## src/rtl/cmd_pkg.sv

```systemverilog
// -----------------------------------------------------------------------------
// cmd_pkg
// Shared definitions for the host command sequencer:
//   - command opcodes carried in the first byte of every SPI frame
//   - status byte bit positions (also used by host software documentation)
//   - FSM state enumeration
// No ports (package).
// -----------------------------------------------------------------------------
package cmd_pkg;

    localparam logic [7:0] OP_CAPTURE = 8'h01;
    localparam logic [7:0] OP_DAC_WR  = 8'h02;
    localparam logic [7:0] OP_STATUS  = 8'h03;

    // Status byte layout: [7:4] VERSION, [3] reserved (0), [2:0] error flags.
    localparam int STAT_BRESP_BIT = 0;
    localparam int STAT_OP_BIT    = 1;
    localparam int STAT_SHORT_BIT = 2;

    typedef enum logic [2:0] {
        ST_IDLE,
        ST_HDR,
        ST_CAP,
        ST_AW,
        ST_W,
        ST_B,
        ST_STAT,
        ST_DRAIN
    } state_e;

endpackage

```

## src/rtl/cmd_sequencer.sv

```systemverilog
// -----------------------------------------------------------------------------
// cmd_sequencer
// Decodes command frames arriving on the SPI receive byte stream and runs them:
//   CAPTURE (0x01, len_hi, len_lo)          : forward len ADC samples to SPI send
//   DAC_WR  (0x02, addr_hi, addr_lo, n, d*) : AXI4 burst of n+1 bytes to DAC memory
//   STATUS  (0x03)                          : return {VERSION, 0, short, op, bresp}
// Owns the sticky error flags reported by STATUS.
// Ports:
//   axi_aclk / axi_aresetn      clock, async active-low reset
//   spi_recv_axis_*             command bytes in (rlast = frame end)
//   spi_send_axis_*             response bytes out
//   adc_axis_*                  ADC sample stream in (tlast unused)
//   dac_axi_aw* / w* / b*       AXI4 write channels toward DAC memory
// -----------------------------------------------------------------------------
module cmd_sequencer
    import cmd_pkg::*;
#(
    parameter int         ADDR_W           = 16,
    parameter logic [3:0] VERSION          = 4'h1,
    parameter bit         ADC_DISCARD_IDLE = 1'b1
) (
    input  logic              axi_aclk,
    input  logic              axi_aresetn,

    input  logic              spi_recv_axis_rvalid,
    output logic              spi_recv_axis_rready,
    input  logic [7:0]        spi_recv_axis_rdata,
    input  logic              spi_recv_axis_rlast,

    output logic              spi_send_axis_tvalid,
    input  logic              spi_send_axis_tready,
    output logic [7:0]        spi_send_axis_tdata,
    output logic              spi_send_axis_tlast,

    input  logic              adc_axis_tvalid,
    output logic              adc_axis_tready,
    input  logic [7:0]        adc_axis_tdata,
    input  logic              adc_axis_tlast,

    output logic [ADDR_W-1:0] dac_axi_awaddr,
    output logic              dac_axi_awvalid,
    input  logic              dac_axi_awready,

    output logic [7:0]        dac_axi_wdata,
    output logic              dac_axi_wvalid,
    input  logic              dac_axi_wready,
    output logic              dac_axi_wlast,

    input  logic [1:0]        dac_axi_bresp,
    input  logic              dac_axi_bvalid,
    output logic              dac_axi_bready
);

    state_e      state_q, state_d;
    logic [23:0] hdr_q, hdr_d;          // header bytes shifted in MSB first
    logic [1:0]  hdr_cnt_q, hdr_cnt_d;
    logic        is_dac_q, is_dac_d;
    logic [15:0] cap_cnt_q, cap_cnt_d;
    logic [7:0]  beat_q, beat_d;
    logic        pad_q, pad_d;          // frame ended early: fill W beats with zeros
    logic        rlast_seen_q, rlast_seen_d;
    logic        err_short_q, err_op_q, err_bresp_q;
    logic        en_q;                  // holds all handshake outputs low until out of reset

    logic        set_short, set_op, set_bresp, clr_flags;
    logic        w_fire, cap_last, w_last;
    logic [7:0]  status;
    state_e      after_op;

    logic        unused_adc_tlast;
    assign unused_adc_tlast = adc_axis_tlast;

    // Address field occupies header bytes 1..2; n is byte 3.
    assign dac_axi_awaddr = ADDR_W'(hdr_q[23:8]);

    // Leftover frame bytes must be consumed before the next opcode is trusted.
    assign after_op = rlast_seen_q ? ST_IDLE : ST_DRAIN;
    assign cap_last = (cap_cnt_q == hdr_q[15:0] - 16'd1);
    assign w_last   = (beat_q == hdr_q[7:0]);
    assign w_fire   = (pad_q || spi_recv_axis_rvalid) && dac_axi_wready;

    always_comb begin
        status                 = '0;
        status[7:4]            = VERSION;
        status[STAT_SHORT_BIT] = err_short_q;
        status[STAT_OP_BIT]    = err_op_q;
        status[STAT_BRESP_BIT] = err_bresp_q;
    end

    always_comb begin
        state_d      = state_q;
        hdr_d        = hdr_q;
        hdr_cnt_d    = hdr_cnt_q;
        is_dac_d     = is_dac_q;
        cap_cnt_d    = cap_cnt_q;
        beat_d       = beat_q;
        pad_d        = pad_q;
        rlast_seen_d = rlast_seen_q;
        set_short    = 1'b0;
        set_op       = 1'b0;
        set_bresp    = 1'b0;
        clr_flags    = 1'b0;

        spi_recv_axis_rready = 1'b0;
        spi_send_axis_tvalid = 1'b0;
        spi_send_axis_tdata  = 8'h00;
        spi_send_axis_tlast  = 1'b0;
        adc_axis_tready      = 1'b0;
        dac_axi_awvalid      = 1'b0;
        dac_axi_wvalid       = 1'b0;
        dac_axi_wdata        = 8'h00;
        dac_axi_wlast        = 1'b0;
        dac_axi_bready       = 1'b0;

        if (en_q) begin
            adc_axis_tready = ADC_DISCARD_IDLE;
            case (state_q)
                ST_IDLE: begin
                    spi_recv_axis_rready = 1'b1;
                    if (spi_recv_axis_rvalid) begin
                        rlast_seen_d = spi_recv_axis_rlast;
                        case (spi_recv_axis_rdata)
                            OP_CAPTURE, OP_DAC_WR: begin
                                is_dac_d  = (spi_recv_axis_rdata == OP_DAC_WR);
                                hdr_cnt_d = 2'd0;
                                if (spi_recv_axis_rlast) set_short = 1'b1;
                                else                     state_d   = ST_HDR;
                            end
                            OP_STATUS: state_d = ST_STAT;
                            default: begin
                                set_op = 1'b1;
                                if (!spi_recv_axis_rlast) state_d = ST_DRAIN;
                            end
                        endcase
                    end
                end
                ST_HDR: begin
                    spi_recv_axis_rready = 1'b1;
                    if (spi_recv_axis_rvalid) begin
                        hdr_d        = {hdr_q[15:0], spi_recv_axis_rdata};
                        hdr_cnt_d    = hdr_cnt_q + 2'd1;
                        rlast_seen_d = spi_recv_axis_rlast;
                        if (hdr_cnt_q == (is_dac_q ? 2'd2 : 2'd1)) begin
                            if (is_dac_q) begin
                                // Frame ending on n means every data beat is missing.
                                beat_d    = 8'd0;
                                pad_d     = spi_recv_axis_rlast;
                                set_short = spi_recv_axis_rlast;
                                state_d   = ST_AW;
                            end else begin
                                cap_cnt_d = 16'd0;
                                if ({hdr_q[7:0], spi_recv_axis_rdata} == 16'd0)
                                    state_d = spi_recv_axis_rlast ? ST_IDLE : ST_DRAIN;
                                else
                                    state_d = ST_CAP;
                            end
                        end else if (spi_recv_axis_rlast) begin
                            set_short = 1'b1;
                            state_d   = ST_IDLE;
                        end
                    end
                end
                ST_CAP: begin
                    adc_axis_tready      = spi_send_axis_tready;
                    spi_send_axis_tvalid = adc_axis_tvalid;
                    spi_send_axis_tdata  = adc_axis_tdata;
                    spi_send_axis_tlast  = cap_last;
                    if (adc_axis_tvalid && spi_send_axis_tready) begin
                        cap_cnt_d = cap_cnt_q + 16'd1;
                        if (cap_last) state_d = after_op;
                    end
                end
                ST_AW: begin
                    dac_axi_awvalid = 1'b1;
                    if (dac_axi_awready) state_d = ST_W;
                end
                ST_W: begin
                    dac_axi_wlast = w_last;
                    if (pad_q) begin
                        dac_axi_wvalid = 1'b1;
                    end else begin
                        dac_axi_wvalid       = spi_recv_axis_rvalid;
                        dac_axi_wdata        = spi_recv_axis_rdata;
                        spi_recv_axis_rready = dac_axi_wready;
                    end
                    if (w_fire) begin
                        beat_d = beat_q + 8'd1;
                        if (!pad_q) begin
                            rlast_seen_d = spi_recv_axis_rlast;
                            if (spi_recv_axis_rlast && !w_last) begin
                                pad_d     = 1'b1;
                                set_short = 1'b1;
                            end
                        end
                        if (w_last) state_d = ST_B;
                    end
                end
                ST_B: begin
                    dac_axi_bready = 1'b1;
                    if (dac_axi_bvalid) begin
                        set_bresp = (dac_axi_bresp != 2'b00);
                        state_d   = after_op;
                    end
                end
                ST_STAT: begin
                    spi_send_axis_tvalid = 1'b1;
                    spi_send_axis_tlast  = 1'b1;
                    spi_send_axis_tdata  = status;
                    if (spi_send_axis_tready) begin
                        clr_flags = 1'b1;
                        state_d   = after_op;
                    end
                end
                ST_DRAIN: begin
                    spi_recv_axis_rready = 1'b1;
                    if (spi_recv_axis_rvalid && spi_recv_axis_rlast) state_d = ST_IDLE;
                end
                default: state_d = ST_IDLE;
            endcase
        end
    end

    always_ff @(posedge axi_aclk or negedge axi_aresetn) begin
        if (!axi_aresetn) begin
            state_q      <= ST_IDLE;
            hdr_q        <= '0;
            hdr_cnt_q    <= '0;
            is_dac_q     <= 1'b0;
            cap_cnt_q    <= '0;
            beat_q       <= '0;
            pad_q        <= 1'b0;
            rlast_seen_q <= 1'b0;
            err_short_q  <= 1'b0;
            err_op_q     <= 1'b0;
            err_bresp_q  <= 1'b0;
            en_q         <= 1'b0;
        end else begin
            state_q      <= state_d;
            hdr_q        <= hdr_d;
            hdr_cnt_q    <= hdr_cnt_d;
            is_dac_q     <= is_dac_d;
            cap_cnt_q    <= cap_cnt_d;
            beat_q       <= beat_d;
            pad_q        <= pad_d;
            rlast_seen_q <= rlast_seen_d;
            // A flag raised in the same cycle as the STATUS clear survives.
            err_short_q  <= (err_short_q & ~clr_flags) | set_short;
            err_op_q     <= (err_op_q    & ~clr_flags) | set_op;
            err_bresp_q  <= (err_bresp_q & ~clr_flags) | set_bresp;
            en_q         <= 1'b1;
        end
    end

endmodule

```

## config.mk

```make
export PLATFORM = sky130hd
export DESIGN_NAME = cmd_sequencer
export DESIGN_NICKNAME = d
export VERILOG_FILES = /design/src/rtl/cmd_pkg.sv /design/src/rtl/cmd_sequencer.sv
export SDC_FILE = /design/constraint.sdc
export NUM_CORES = 1
export LEC_CHECK = 0
export CAP_MARGIN = 5
export CORE_MARGIN = 2
export CORE_UTILIZATION = 58
export CTS_CLUSTER_DIAMETER = 50
export DETAILED_ROUTE_END_ITERATION = 6
export PLACE_DENSITY = 0.91
export SLEW_MARGIN = 20
export SYNTH_ARGS = -nofsm -noshare
export SYNTH_HDL_FRONTEND = slang
export SYNTH_SLANG_ARGS = --single-unit
```

## constraint.sdc

```tcl
create_clock -name axi_aclk -period 4.5 [get_ports axi_aclk]
set_input_delay 0.45 -clock axi_aclk [delete_from_list [all_inputs] [get_ports axi_aclk]]
set_output_delay 0.45 -clock axi_aclk [all_outputs]
set_load 0.01 [all_outputs]
```

==> flow_summary.json, run 1 <==
{
  "vias": 3699,
  "ys.flop_type": "dfrtp_1",
  "wire_per_inst_um": 18.0,
  "pwr-share-seq": 0.387,
  "area_delta_synth_final_pct": 18.0,
  "cts_hold_buffers": 0,
  "tightestPinTransition_ns": 1.00,
  "worstPathMaxFanout": 8,
  "clockBufferDepth": 2,
  "dr.pass1.iters": 6,
  "grt_max_degree": 61,
  "clock_sinks": 60,
  "synth.area.top_cells": "dfrtp_1 37%, mux2_2 6.4%, nor2_1 4.6%",
  "drc_errors": 0,
  "final.period_utilization": 0.888,
  "layout.cells.most_common": "clkdlybuf4s50_1",
  "grt_usage": 0.282,
  "avgViaCountPerCell": 6.40,
  "r2r_start": "state_q[0]",
  "critPathRequiredTime_ns": 4.05,
  "grt_overflow": 0,
  "post_cts_buffers": 0,
  "core_um2": 6760,
  "diodes": 0,
  "rsz0062_at_grt": "no",
  "setup_viol": 0,
  "clock.fmax_ghz": 0.250,
  "tns_ns": 0,
  "worstPathArrival_ns": 3.55,
  "synth.avg_cell_area_um2": 8.82,
  "skew_ns": 0.00555,
  "ir_worst_vdd_uv": 216,
  "io_pins": 68,
  "place.gp.congestion": 0.910,
  "pre_cts_slack_ns": 1.08,
  "clk_pin_slew_worst_paths_ns": 0.07,
  "layout_setup_ws_ns": 0.503,
  "insertion_delay_ns": 0.35,
  "r2r_cells": 7,
  "cts_tree": "yes",
  "status": "completed",
  "netlist_area_um2": 4030,
  "drt_iter0_drc": 503,
  "min_period_ns": 4.00,
  "worst-setup-path-type": "flip-flop to output port",
  "syn_inst": 457,
  "p_leak_nw": 2.06,
  "cell_internal_pwr_mw": 1.11,
  "grt_pass1_vias": 3462,
  "fp.dieH_um": 87.3,
  "start_util": 0.596,
  "drive_above_1_share": 0.112,
  "ys_ff_latch": 60,
  "cp-start-kind": "flip-flop",
  "maxCapViolCount": 0,
  "port_buffers": 66,
  "hpwl_um": 7060,
  "dieArea_um2": 7630,
  "antenna_found_initial": 0,
  "layout_common_cells": "65 x clkdlybuf4s50_1, 60 x dfrtp_1, 49 x nor2_1, 33 x o21ai_0, 29 x nand2_1",
  "relSlewSlack": 0.330,
  "p_sw_frac": 0.377,
  "yosys.area.top_type": "dfrtp_1",
  "cellPowerDensity_nw_per_um2": 375,
  "grt_pass1_wl_um": 16700,
  "synth_top_area_frac": 0.373,
  "end_kind": "output port",
  "hold_class": "primary input to async pin",
  "die_w_um": 87.3,
  "finalHoldViolCount": 0,
  "yosysSeqAreaShare": 0.373,
  "slew_violations": 0,
  "cts_resized": 0,
  "yosysUniqueCellTypes": 61,
  "synth-async-reset-ratio": 1.00,
  "r2r_end": "cap_cnt_q[11]",
  "ant_nets": 0,
  "root_buffer": "clkbuf_8",
  "rows": 30,
  "p_clk_frac": 0.254,
  "p_comb_frac": 0.359,
  "syn-num-nets": 488,
  "switching_power_mw": 0.670,
  "synth_edf_count": 0,
  "yosysWarnings": 0,
  "drt-total-wl_um": 10400,
  "h-tree-depth": 3,
  "numCtsBuffers": 9,
  "fin_nets": 524,
  "r2r_slack_ns": 1.30
}
[critical path, cell delays in order, from the launching register on]
cell and delay, ns:
dfrtp_1 0.53, inv_1 0.11, ha_1 0.34, o21ba_2 0.24, a221oi_1 0.35, a41oi_1 0.11, a211oi_1 0.34, nand2b_1 0.11
nor4b_2 0.34, nor2_1 0.07, nor2_1 0.10, clkdlybuf4s50_1 0.55
[state kept, by name, indices dropped and copies added, names as in the netlist]
signal / count
err_op_q: 1
err_bresp_q: 1
pad_q: 1
beat_q: 8
cap_cnt_q: 16
is_dac_q: 1
hdr_cnt_q: 2
state_q: 3
rlast_seen_q: 1
hdr_q: 24
en_q: 1
err_short_q: 1
[power groups by stage]
| stage | combinational, mW | clock, mW | sequential, mW |
|---|---|---|---|
| global placement | 0.588 | 0 | 0.688 |
| detailed placement | 0.617 | 0 | 0.692 |
| global route | 0.692 | 0.482 | 0.694 |
| CTS | 0.628 | 0.451 | 0.683 |
| finish | 0.640 | 0.452 | 0.688 |
| floorplan | 0.535 | 0 | 0.631 |
[logic make-up after synthesis]
kind of cell	after synthesis	synth area share
simple gates	179	0.235
compound gates	89	0.142
flops	60	0.373
buf+inv	55	0.0705
xor+xnor	38	0.0826
mux	32	0.0866
fa+ha+maj	3	0.00932
other cells	1	0.000931
[area by class of cell]
type                    count  area [µm²]
fillers                   458        2000
clock inverters             5        36.3
inverters                  11        41.3
repair buffers             69         678
well taps                  80         100
clock buffers              11         151
multi-input cells         342        2240
flip-flops and latches     60        1500
[worst max-delay path by stage]
| stage | start | to |
|---|---|---|
| global placement | hdr_q[3] | spi_send_axis_tlast |
| detailed placement | hdr_q[0] | spi_send_axis_tlast |
| finish | hdr_q[0] | spi_send_axis_tlast |
| CTS | hdr_q[0] | spi_send_axis_tlast |
| floorplan | hdr_q[0] | spi_send_axis_tlast |
| global route | hdr_q[0] | spi_send_axis_tlast |
[Yosys cell counts (7+ instances only)]
master    count
dfrtp_1      60
nor2_1       49
o21ai_0      33
nand2_1      29
mux2_2       23
xnor2_1      21
nand3_1      18
a21oi_1      17
buf_4        17
clkbuf_1     17
xor2_1       17
and2_1       12
inv_1        11
and3_1       10
nor3_1       10
mux2i_1       9
nand4_1       8
nor3b_1       7
or3_1         7
[metal layers]
layer	routed length, µm	vias up	global-route usage
met3	898	36	0.0673
met1	4190	1760	0.371
met5	0	-	0
met4	314	0	0.103
met2	4980	226	0.452
li1	-	1677	-
[per-stage QoR]
step           utilization  cell area [µm²]  cells  hold slack (ns)  total power, mW
2_1_floorplan            -             4030    457            0.154             1.17
3_3_place_gp         0.676             4560    562            0.486             1.28
3_5_place_dp         0.676             4560    562            0.495             1.31
4_1_cts              0.703             4750    578            0.275             1.76
5_1_grt              0.703             4750    578            0.304             1.87
6_report             0.703             4750    578            0.238             1.78
Note: power is estimated with default switching activity, not from simulation.
==> run 2, diff against run 1 <==
- GPL_TIMING_DRIVEN: default -> 0
- MAX_ROUTING_LAYER: default -> met4
==> run 2 against run 1 <==
  * Fmax decreased by 4.1%
  * Worst setup slack got worse by 0.17 ns
  * Die area unchanged
  * Global-route usage increased by 1.5 points
  * Largest power group is now combinational logic
  * Critical endpoint unchanged
  * Clock skew increased by 0.0046 ns
  * Flip-flop and latch count unchanged
  * Hold slack got worse by 0.23 ns
  * Sequential power decreased by 7.7%
==> flow_summary.json, run 2 (synthesis gave the netlist of run 1 again) <==
{
  "fin_util": 0.738,
  "final.period_utilization": 0.926,
  "fp.dieH_um": 87.3,
  "layout.cells.most_common": "clkdlybuf4s50_1",
  "grt_usage": 0.297,
  "cellPowerDensity_nw_per_um2": 368,
  "drc_errors": 0,
  "worstPathMaxFanout": 8,
  "tightestPinTransition_ns": 0.778,
  "clockBufferDepth": 2,
  "port_buffers": 65,
  "layout_setup_ws_ns": 0.333,
  "grt_pass1_wl_um": 17000,
  "rsz0062_at_grt": "no",
  "grt_max_degree": 37,
  "relSlewSlack": 0.477,
  "largest_register": "hdr_q",
  "multi_input_area_um2": 2240,
  "end_kind": "output port",
  "core_um2": 6760,
  "drt-total-wl_um": 10400,
  "nFillCells": 491,
  "area_delta_synth_final_pct": 23.8,
  "dieArea_um2": 7630,
  "vias": 3743,
  "root_buffer": "clkbuf_8",
  "start_util": 0.596,
  "cts_resized": 0,
  "rows": 30,
  "fin_cells": 618,
  "tns_ns": 0,
  "insertion_delay_ns": 0.35,
  "cts_hold_buffers": 0,
  "antenna_found_initial": 0,
  "place.gp.congestion": 0.971,
  "grt_pass1_vias": 3483,
  "critPathRequiredTime_ns": 4.05,
  "setup_viol": 0,
  "finalHoldViolCount": 0,
  "min_period_ns": 4.17,
  "pre_cts_slack_ns": 0.723,
  "worstPathArrival_ns": 3.72,
  "clk_pin_slew_worst_paths_ns": 0.07,
  "p_leak_nw": 2.22,
  "skew_ns": 0.0102,
  "layout_common_cells": "64 x clkdlybuf4s50_1, 60 x dfrtp_1, 49 x nor2_1, 33 x o21ai_0, 29 x nand2_1",
  "drt_iter0_drc": 379,
  "cp-start-kind": "flip-flop",
  "diodes": 0,
  "seqCellArea_um2": 1500,
  "numCtsBuffers": 9,
  "io_pins": 68,
  "dp.cells": 603,
  "slew_violations": 0,
  "ir_worst_vdd_uv": 301,
  "cts_tree": "yes",
  "h-tree-depth": 3,
  "worst-setup-path-type": "flip-flop to output port",
  "r2r_slack_ns": 1.41,
  "clock_sinks": 60,
  "top_regs": "hdr_q: 24 flops, cap_cnt_q: 16 flops, beat_q: 8 flops",
  "ant_nets": 0,
  "status": "completed",
  "grt_overflow": 0,
  "clock.fmax_ghz": 0.240,
  "wire_per_inst_um": 16.8,
  "drive_above_1_share": 0.141,
  "dr.pass1.iters": 6,
  "avgViaCountPerCell": 6.06,
  "hpwl_um": 7780,
  "post_cts_buffers": 0,
  "die_w_um": 87.3,
  "fin_nets": 565,
  "largest_reg_flops": 24,
  "maxCapViolCount": 0,
  "hold_class": "primary input to async pin"
}
-- run 2: cell count changes in the layout (fill, tap and decap cells not counted) --
cell / before / now
clkinv_2: 1 / 3
clkdlybuf4s50_1: 65 / 64
buf_12: 0 / 1
clkinv_4: 1 / 0
clkinvlp_4: 3 / 1
buf_1: 0 / 4
buf_6: 0 / 1
clkbuf_1: 0 / 17
bufinv_16: 0 / 1
buf_4: 3 / 18
buf_2: 1 / 5
clkbuf_8: 11 / 10
-- run 2: cell type report --
cell class,count,share of cell area
Clock inverter,5,0.0105
Buffer,44,0.0487
Sequential cell,60,0.301
Multi-Input combinational cell,342,0.450
Clock buffer,10,0.0276
Tap cell,80,0.0201
Timing Repair Buffer,66,0.134
Inverter,11,0.00828
-- run 2: report_power, final --
group / leakage [nW] / internal [mW] / switching (mW)
registers: 0.817 / 0.590 / 0.0454
logic: 1.30 / 0.315 / 0.407
clock network: 0.0979 / 0.264 / 0.213
total: 2.22 / 1.17 / 0.665
-- run 2: worst max-delay path: stages, from the launching register on --
cell             delay (ns)
dfrtp_1                0.32
clkbuf_1               0.34
inv_1                  0.12
ha_1                   0.21
buf_1                  0.21
o21ba_2                0.26
a221oi_1               0.27
a41oi_1                0.08
a211oi_1               0.35
nand2b_1               0.11
nor4b_2                0.35
nor2_1                 0.07
nor2_1                 0.11
clkdlybuf4s50_1        0.56
-- run 2: final timing paths --
kind                                   from                   to  depth (start not counted)
worst max-delay path               hdr_q[0]  spi_send_axis_tlast                         13
worst max register to register     hdr_q[0]           state_q[0]                         12
worst min register to register    beat_q[7]            beat_q[7]                          1
min in group axi_aclk             beat_q[7]            beat_q[7]                          1
max in group asynchronous       axi_aresetn            hdr_q[14]                          2
worst min-delay path            axi_aresetn           state_q[2]                          1
-- run 2: routing by layer --
metal	wire length, µm	track usage	vias to the layer above	share of wire
met4	218	0.0867	0	0.021
met2	4980	0.439	173	0.48
met1	4550	0.401	1790	0.44
met5	0	-	-	0
li1	-	-	1756	-
met3	658	0.0815	24	0.063
-- run 2: per-stage QoR --
step	power [mW]	hold slack, ns	cell area, µm²
after floorplan	1.17	0.154	4030
final	1.83	0.00545	4990
after global placement	1.31	0.488	4780
after CTS	1.83	0.00964	4990
after detailed placement	1.34	0.380	4800
after global routing	1.93	0.0165	4990
